## src/rtl/cdc_xfer_pkg.sv

```systemverilog
// Shared state encoding and default sizing for the CDC transfer arbiter.
// The ERR encoding is reserved in every build but is only reachable with the watchdog enabled.
package cdc_xfer_pkg;

    localparam int DEF_NUM_REQ     = 4;
    localparam int DEF_DATA_W      = 8;
    localparam int DEF_TIMEOUT_CYC = 255;

    typedef logic [1:0] state_t;

    localparam state_t IDLE   = 2'd0;
    localparam state_t REQ_HI = 2'd1;
    localparam state_t REQ_LO = 2'd2;
    localparam state_t ERR    = 2'd3;

endpackage

```

## src/rtl/rr_arbiter.sv

```systemverilog
// Round-robin picker: first requester strictly after 'last', wrapping modulo NUM_REQ.
// Purely combinational; the caller decides when the result is consumed.
module rr_arbiter
    import cdc_xfer_pkg::*;
#(
    parameter int NUM_REQ = DEF_NUM_REQ
) (
    input  logic [NUM_REQ-1:0]         req,
    input  logic [$clog2(NUM_REQ)-1:0] last,
    output logic [NUM_REQ-1:0]         gnt,
    output logic                       valid
);

    localparam int IDX_W = $clog2(NUM_REQ);

    int               pos;
    logic [IDX_W-1:0] idx;
    logic             found;

    // NOTE: every variable gets a default before the loop so no path leaves a latch behind.
    always_comb begin
        gnt   = '0;
        pos   = 0;
        idx   = '0;
        found = 1'b0;
        for (int k = 1; k <= NUM_REQ; k++) begin
            pos = int'(last) + k;
            if (pos >= NUM_REQ) begin
                pos = pos - NUM_REQ;
            end
            idx = IDX_W'(pos);
            if (!found && req[idx]) begin
                gnt[idx] = 1'b1;
                found    = 1'b1;
            end
        end
    end

    assign valid = |req;

endmodule

```

## src/rtl/cdc_xfer_arbiter.sv

```systemverilog
// Shares one 4-phase CDC request/ack channel among NUM_REQ source requesters, round-robin.
// Define CDC_XFER_TIMEOUT_EN to add the per-phase watchdog, the ERR state and a live timeout_err.
module cdc_xfer_arbiter
    import cdc_xfer_pkg::*;
#(
    parameter int NUM_REQ     = DEF_NUM_REQ,
    parameter int DATA_W      = DEF_DATA_W,
    parameter int TIMEOUT_CYC = DEF_TIMEOUT_CYC
) (
    input  logic                      clk,
    input  logic                      reset,
    input  logic [NUM_REQ-1:0]        src_req,
    input  logic [NUM_REQ*DATA_W-1:0] src_data,
    output logic [NUM_REQ-1:0]        src_gnt,
    output logic [NUM_REQ-1:0]        src_done,
    output logic                      req_out,
    output logic [DATA_W-1:0]         data_out,
    input  logic                      ack_sync,
    output logic                      busy,
    output logic                      timeout_err
);

    localparam int IDX_W = $clog2(NUM_REQ);

    state_t             state;
    logic [IDX_W-1:0]   last_granted;
    logic [IDX_W-1:0]   cur_idx;
    logic [NUM_REQ-1:0] arb_gnt;
    logic               arb_valid;
    logic [IDX_W-1:0]   arb_idx;
    logic [DATA_W-1:0]  arb_data;
    logic               grant_now;

    rr_arbiter #(
        .NUM_REQ (NUM_REQ)
    ) u_rr_arbiter (
        .req   (src_req),
        .last  (last_granted),
        .gnt   (arb_gnt),
        .valid (arb_valid)
    );

    always_comb begin
        arb_idx  = '0;
        arb_data = '0;
        for (int i = 0; i < NUM_REQ; i++) begin
            if (arb_gnt[i]) begin
                arb_idx  = IDX_W'(i);
                arb_data = src_data[i*DATA_W +: DATA_W];
            end
        end
    end

    // A high ack while idle is a leftover from an aborted handshake; wait for it to clear.
    assign grant_now = (state == IDLE) && arb_valid && !ack_sync;
    assign busy      = (state != IDLE);

`ifdef CDC_XFER_TIMEOUT_EN
    localparam int CNT_W = $clog2(TIMEOUT_CYC + 1);

    logic [CNT_W-1:0] phase_cnt;
    logic             to_err;

    // Counts cycles spent in the current handshake phase without the awaited ack level.
    always_ff @(posedge clk or negedge reset) begin
        if (!reset) begin
            phase_cnt <= '0;
        end else if (state == IDLE || state == ERR || (state == REQ_HI && ack_sync)) begin
            phase_cnt <= '0;
        end else begin
            phase_cnt <= phase_cnt + 1'b1;
        end
    end

    assign to_err = (phase_cnt == CNT_W'(TIMEOUT_CYC - 1)) &&
                    ((state == REQ_HI && !ack_sync) || (state == REQ_LO && ack_sync));

    always_ff @(posedge clk or negedge reset) begin
        if (!reset) begin
            timeout_err <= 1'b0;
        end else if (to_err) begin
            timeout_err <= 1'b1;
        end
    end
`else
    assign timeout_err = 1'b0;
`endif

    // NOTE: non-blocking assignments keep every register reading pre-edge values of the others.
    always_ff @(posedge clk or negedge reset) begin
        if (!reset) begin
            state        <= IDLE;
            req_out      <= 1'b0;
            data_out     <= '0;
            src_gnt      <= '0;
            src_done     <= '0;
            last_granted <= IDX_W'(NUM_REQ - 1);
            cur_idx      <= '0;
        end else begin
            src_gnt  <= '0;
            src_done <= '0;
            case (state)
                IDLE: begin
                    if (grant_now) begin
                        state    <= REQ_HI;
                        req_out  <= 1'b1;
                        data_out <= arb_data;
                        src_gnt  <= arb_gnt;
                        cur_idx  <= arb_idx;
                    end
                end
                REQ_HI: begin
                    if (ack_sync) begin
                        req_out <= 1'b0;
                        state   <= REQ_LO;
                    end
                end
                REQ_LO: begin
                    if (!ack_sync) begin
                        state        <= IDLE;
                        src_done     <= NUM_REQ'(1) << cur_idx;
                        last_granted <= cur_idx;
                    end
                end
`ifdef CDC_XFER_TIMEOUT_EN
                ERR: begin
                    if (!ack_sync) begin
                        state        <= IDLE;
                        last_granted <= cur_idx;
                    end
                end
`endif
                default: begin
                    state <= IDLE;
                end
            endcase
`ifdef CDC_XFER_TIMEOUT_EN
            // Only fires when the phase branch above made no move, so it never conflicts.
            if (to_err) begin
                state   <= ERR;
                req_out <= 1'b0;
            end
`endif
        end
    end

endmodule

```

## config.mk

```make
export PLATFORM = sky130hd
export DESIGN_NAME = cdc_xfer_arbiter
export DESIGN_NICKNAME = d
export VERILOG_FILES = /design/src/rtl/cdc_xfer_pkg.sv /design/src/rtl/rr_arbiter.sv /design/src/rtl/cdc_xfer_arbiter.sv
export SDC_FILE = /design/constraint.sdc
export NUM_CORES = 1
export LEC_CHECK = 0
export ABC_CLOCK_PERIOD_IN_PS = 2800
export CAP_MARGIN = 20
export CELL_PAD_IN_SITES_DETAIL_PLACEMENT = 1
export CELL_PAD_IN_SITES_GLOBAL_PLACEMENT = 1
export CORE_ASPECT_RATIO = 1.4
export CORE_UTILIZATION = 42
export CTS_CLUSTER_SIZE = 24
export DETAILED_ROUTE_END_ITERATION = 12
export DONT_BUFFER_PORTS = 1
export PLACE_DENSITY = 0.79
export SYNTH_ARGS = -nofsm -noshare
export SYNTH_HDL_FRONTEND = slang
export SYNTH_SLANG_ARGS = --single-unit
export TNS_END_PERCENT = 10
```

## constraint.sdc

```tcl
create_clock -name clk -period 2.8 [get_ports clk]
set_input_delay 0.42 -clock clk [delete_from_list [all_inputs] [get_ports clk]]
set_output_delay 0.42 -clock clk [all_outputs]
set_load 0.03 [all_outputs]
```

==> run_results.csv <==
group,metric,value,unit
run_status,outcome,"complete, no violations",
setup_path,critPathBufInv,2,
hold_path,hold_path_depth,1,
setup_path,r2r-end,"data_out[6]$_DFFE_PN0P_",
timing,slew_headroom,56.3,%
timing,tightest_slew,0.655,ns
floorplanning,dieHeight,74.9,um
global_routing,antenna_found_initial,0,
pwr,ir_drop,737,uV
layout,drive_gt1_share,25.9,%
global_routing,grt_overflow,0,
route,wl,4380,um
synthesis,netlist_area,1590,um^2
setup_path,required,2.96,ns
synthesis,ys_seq_elements,23,
timing,fin_crit_sh,98.1,%
setup_path,slowest_delay,0.54,ns
route,final_antenna_net_count,0,
hold_path,min_to,"state[0]$_DFFE_PN0P_",
synthesis,synth_commonest_cells,"dfrtp_1, nor2_1, inv_1, nand2_1, a221oi_1",
setup_path,crit_family,"compound AO/OA/AOI/OAI gates",
synthesis,seq_area_frac_synth,36.3,%
route,wl_per_cell,20.7,um
synthesis,yosys.area.top_type,"dfrtp_1",
floorplanning,io_pins,58,
timing,rsz0062_at_grt,"yes",
setup_path,crit_arrival,2.91,ns
route,drtIter0Drc,25,
setup_path,crit_chain,"inv_1, ha_1, mux2_1, a211oi_4, o21ai_0, a2bb2oi_2, nor3b_4, buf_4, a221oi_1",
route,drt_first_pass_iters,3,
pwr,leakagePower,0.794,nW
global_routing,grt_max_degree,24,
global_routing,grt_pass1_vias,1424,
synthesis,ys_warn_count,0,
clock_tree,htree_levels,1,
synthesis,ys.flop_type,"dfrtp_1",
global_routing,grt_pass1_wl,6580,um
route,vias_per_cell,6.39,
layout,finish.instance_area,1880,um^2
pwr,p_total,2.38,mW
synthesis,async_flop_share,100,%
pwr,powerDensity,1270,nW/um^2
synthesis,synthTopCellsByArea,"dfrtp_1, ha_1, a221oi_1, o2bb2ai_1, a32oi_1",
synthesis,netlist_instances,160,
floorplanning,rows,26,
floorplanning,core,3640,um^2
clock_tree,clockBufferDepth,2,
layout,multi_input_area,1040,um^2
synthesis,synth_edf_count,0,
clock_tree,numCtsBuffers,3,
layout,final_cell_count_no_fill,212,
timing,fin_crit,2.75,ns
timing,maxSlewViolCount,0,
setup_path,r2r_slack,0.05,ns
setup_path,r2r_start,"last_granted[1]$_DFFE_PN1P_",
clock_tree,post_cts_buffers,0,
layout,seq_area,578,um^2
clock_tree,clkLatencyLatePin,0.27,ns
setup_path,critPathLaunchType,"register",
layout,syn2layout_area_growth,17.7,%
floorplanning,fp.dieArea,4050,um^2
placement,dpl.hpwl,3260,um
synthesis,syn_avg_cell_area,9.96,um^2
run,max-cap-violations,0,
setup_path,reg2reg_depth,9,
placement,portBuffers,0,
setup_path,cp_max_fo,9,
clock_tree,clkSinkCount,23,
hold_path,hp-class,"input port to register",
placement,gp_congestion,0.917,
layout,nets,218,
route,drc_errors,0,
hold_path,min_from,"ack_sync",
clock_tree,cts_root_buf,"clkbuf_8",
floorplanning,initial_core_util,43.8,%
synthesis,synth_nets,207,
floorplanning,dieWidth,54.1,um
timing,finClkSkew,0.00980,ns
placement,dp_cells,205,
placement,place_area,1690,um^2
synthesis,synth_top_area_share,33.0,%
setup_path,worstSetupPathType,"register to register",
synthesis,ys_types,44,
layout,n_antenna_cell,0,
synthesis,yosys.cell_count.top_type,"dfrtp_1",
timing,setup_viol,0,
timing,hold_viol_final,0,
setup_path,cp_slowest_cell,"dfstp_2",
timing,fmax,364,MHz
clock_tree,cts_tree,"yes",
global_routing,track_usage,22.4,%
timing,fin_hold_ws,0.211,ns
layout,nFillCells,421,
route,via_count,1355,
clock_tree,path_clk_slew,0.09,ns
setup_path,end_kind,"register",
layout make-up:
class	instances	area share (%)
Timing Repair Buffer	13	5.53
Inverter	14	2.80
Sequential cell	23	30.8
Clock inverter	1	0.267
Tap cell	42	2.80
Clock buffer	3	2.20
Multi-Input combinational cell	116	55.6
stage by stage:
step | utilization (%) | TNS (ns) | setup slack (ns)
final | 51.5 | 0 | 0.0519
after floorplan | - | 0 | 0.0109
after CTS | 48.0 | 0 | 0.0200
after detailed placement | 46.3 | -0.711 | -0.113
after global placement | 46.3 | 0 | 0.0496
after global routing | 51.5 | -0.360 | -0.0640
cells by family after synthesis:
kind of cell | synth area share [%]
multiplexers | 7.38
other | 0.235
AO/OA/AOI/OAI | 25.2
flip-flops | 36.3
XOR/XNOR | 0.550
buffers and inverters | 6.99
AND/OR/NAND/NOR | 17.1
adder cells (fa/ha/maj) | 6.28
worst max path at each step:
stage	from	end	slack [ns]	depth (start not counted)
final	last_granted[1]$_DFFE_PN1P_	data_out[6]$_DFFE_PN0P_	0.05	9
after detailed placement	last_granted[1]$_DFFE_PN1P_	data_out[7]$_DFFE_PN0P_	-0.11	9
after floorplan	last_granted[0]$_DFFE_PN1P_	data_out[0]$_DFFE_PN0P_	0.01	10
after global placement	last_granted[0]$_DFFE_PN1P_	data_out[2]$_DFFE_PN0P_	0.05	9
after global routing	last_granted[0]$_DFFE_PN1P_	data_out[6]$_DFFE_PN0P_	-0.06	9
after CTS	last_granted[1]$_DFFE_PN1P_	data_out[7]$_DFFE_PN0P_	0.02	9
state kept, by name, summed over array words and instances (netlist names):
register and cells:
req_out 1, state 2, data_out 8, cur_idx 2
src_gnt 4, last_granted 2, src_done 4
metal layers:
| metal | share of wire, % | vias up | GRT usage [%] |
|---|---|---|---|
| li1 | - | 621 | - |
| met1 | 40 | 682 | 25.6 |
| met2 | 56 | 46 | 42.4 |
| met3 | 4.0 | 6 | 3.03 |
| met4 | 0.71 | 0 | 5.41 |
| met5 | 0 | - | 0 |
timing repair:
item / 4_1_cts / 5_1_grt
hold buffers: 1 / 0
pin swaps: 0 / 5
endpoints found under the setup margin: 9 / 9
cloned: 0 / 1
hold endpoints to repair: 23 / 0
resized for setup: 2 / 16
where the power goes:
part           internal, mW  switching (mW)  total [mW]
Clock                0.0994           0.111       0.210
Sequential            0.454           0.251       0.704
Combinational         0.664           0.802        1.47
Total                  1.22            1.16        2.38
worst register-to-register path: stages, from the launching register on:
cell	delay [ns]
dfstp_2	0.54
inv_1	0.06
ha_1	0.33
mux2_1	0.40
a211oi_4	0.25
o21ai_0	0.17
a2bb2oi_2	0.35
nor3b_4	0.08
buf_4	0.20
a221oi_1	0.27
placed cells by master, fill, tap and decap left out, types with 2 or more instances in the layout:
master,n
dfrtp_1,21
and2_1,3
dfstp_2,2
a221oi_1,7
mux4_2,2
nor4_1,2
nand2_1,11
ha_1,8
and2b_2,2
nor2_1,15
buf_4,11
nor3b_1,2
clkbuf_8,3
a21oi_2,2
and3_1,3
nand3b_1,2
o21ai_0,8
a221oi_2,3
inv_1,14
or2_2,2
o2bb2ai_1,9
a32oi_1,7
mux2i_4,3
Power figures use the tool's default switching activity.
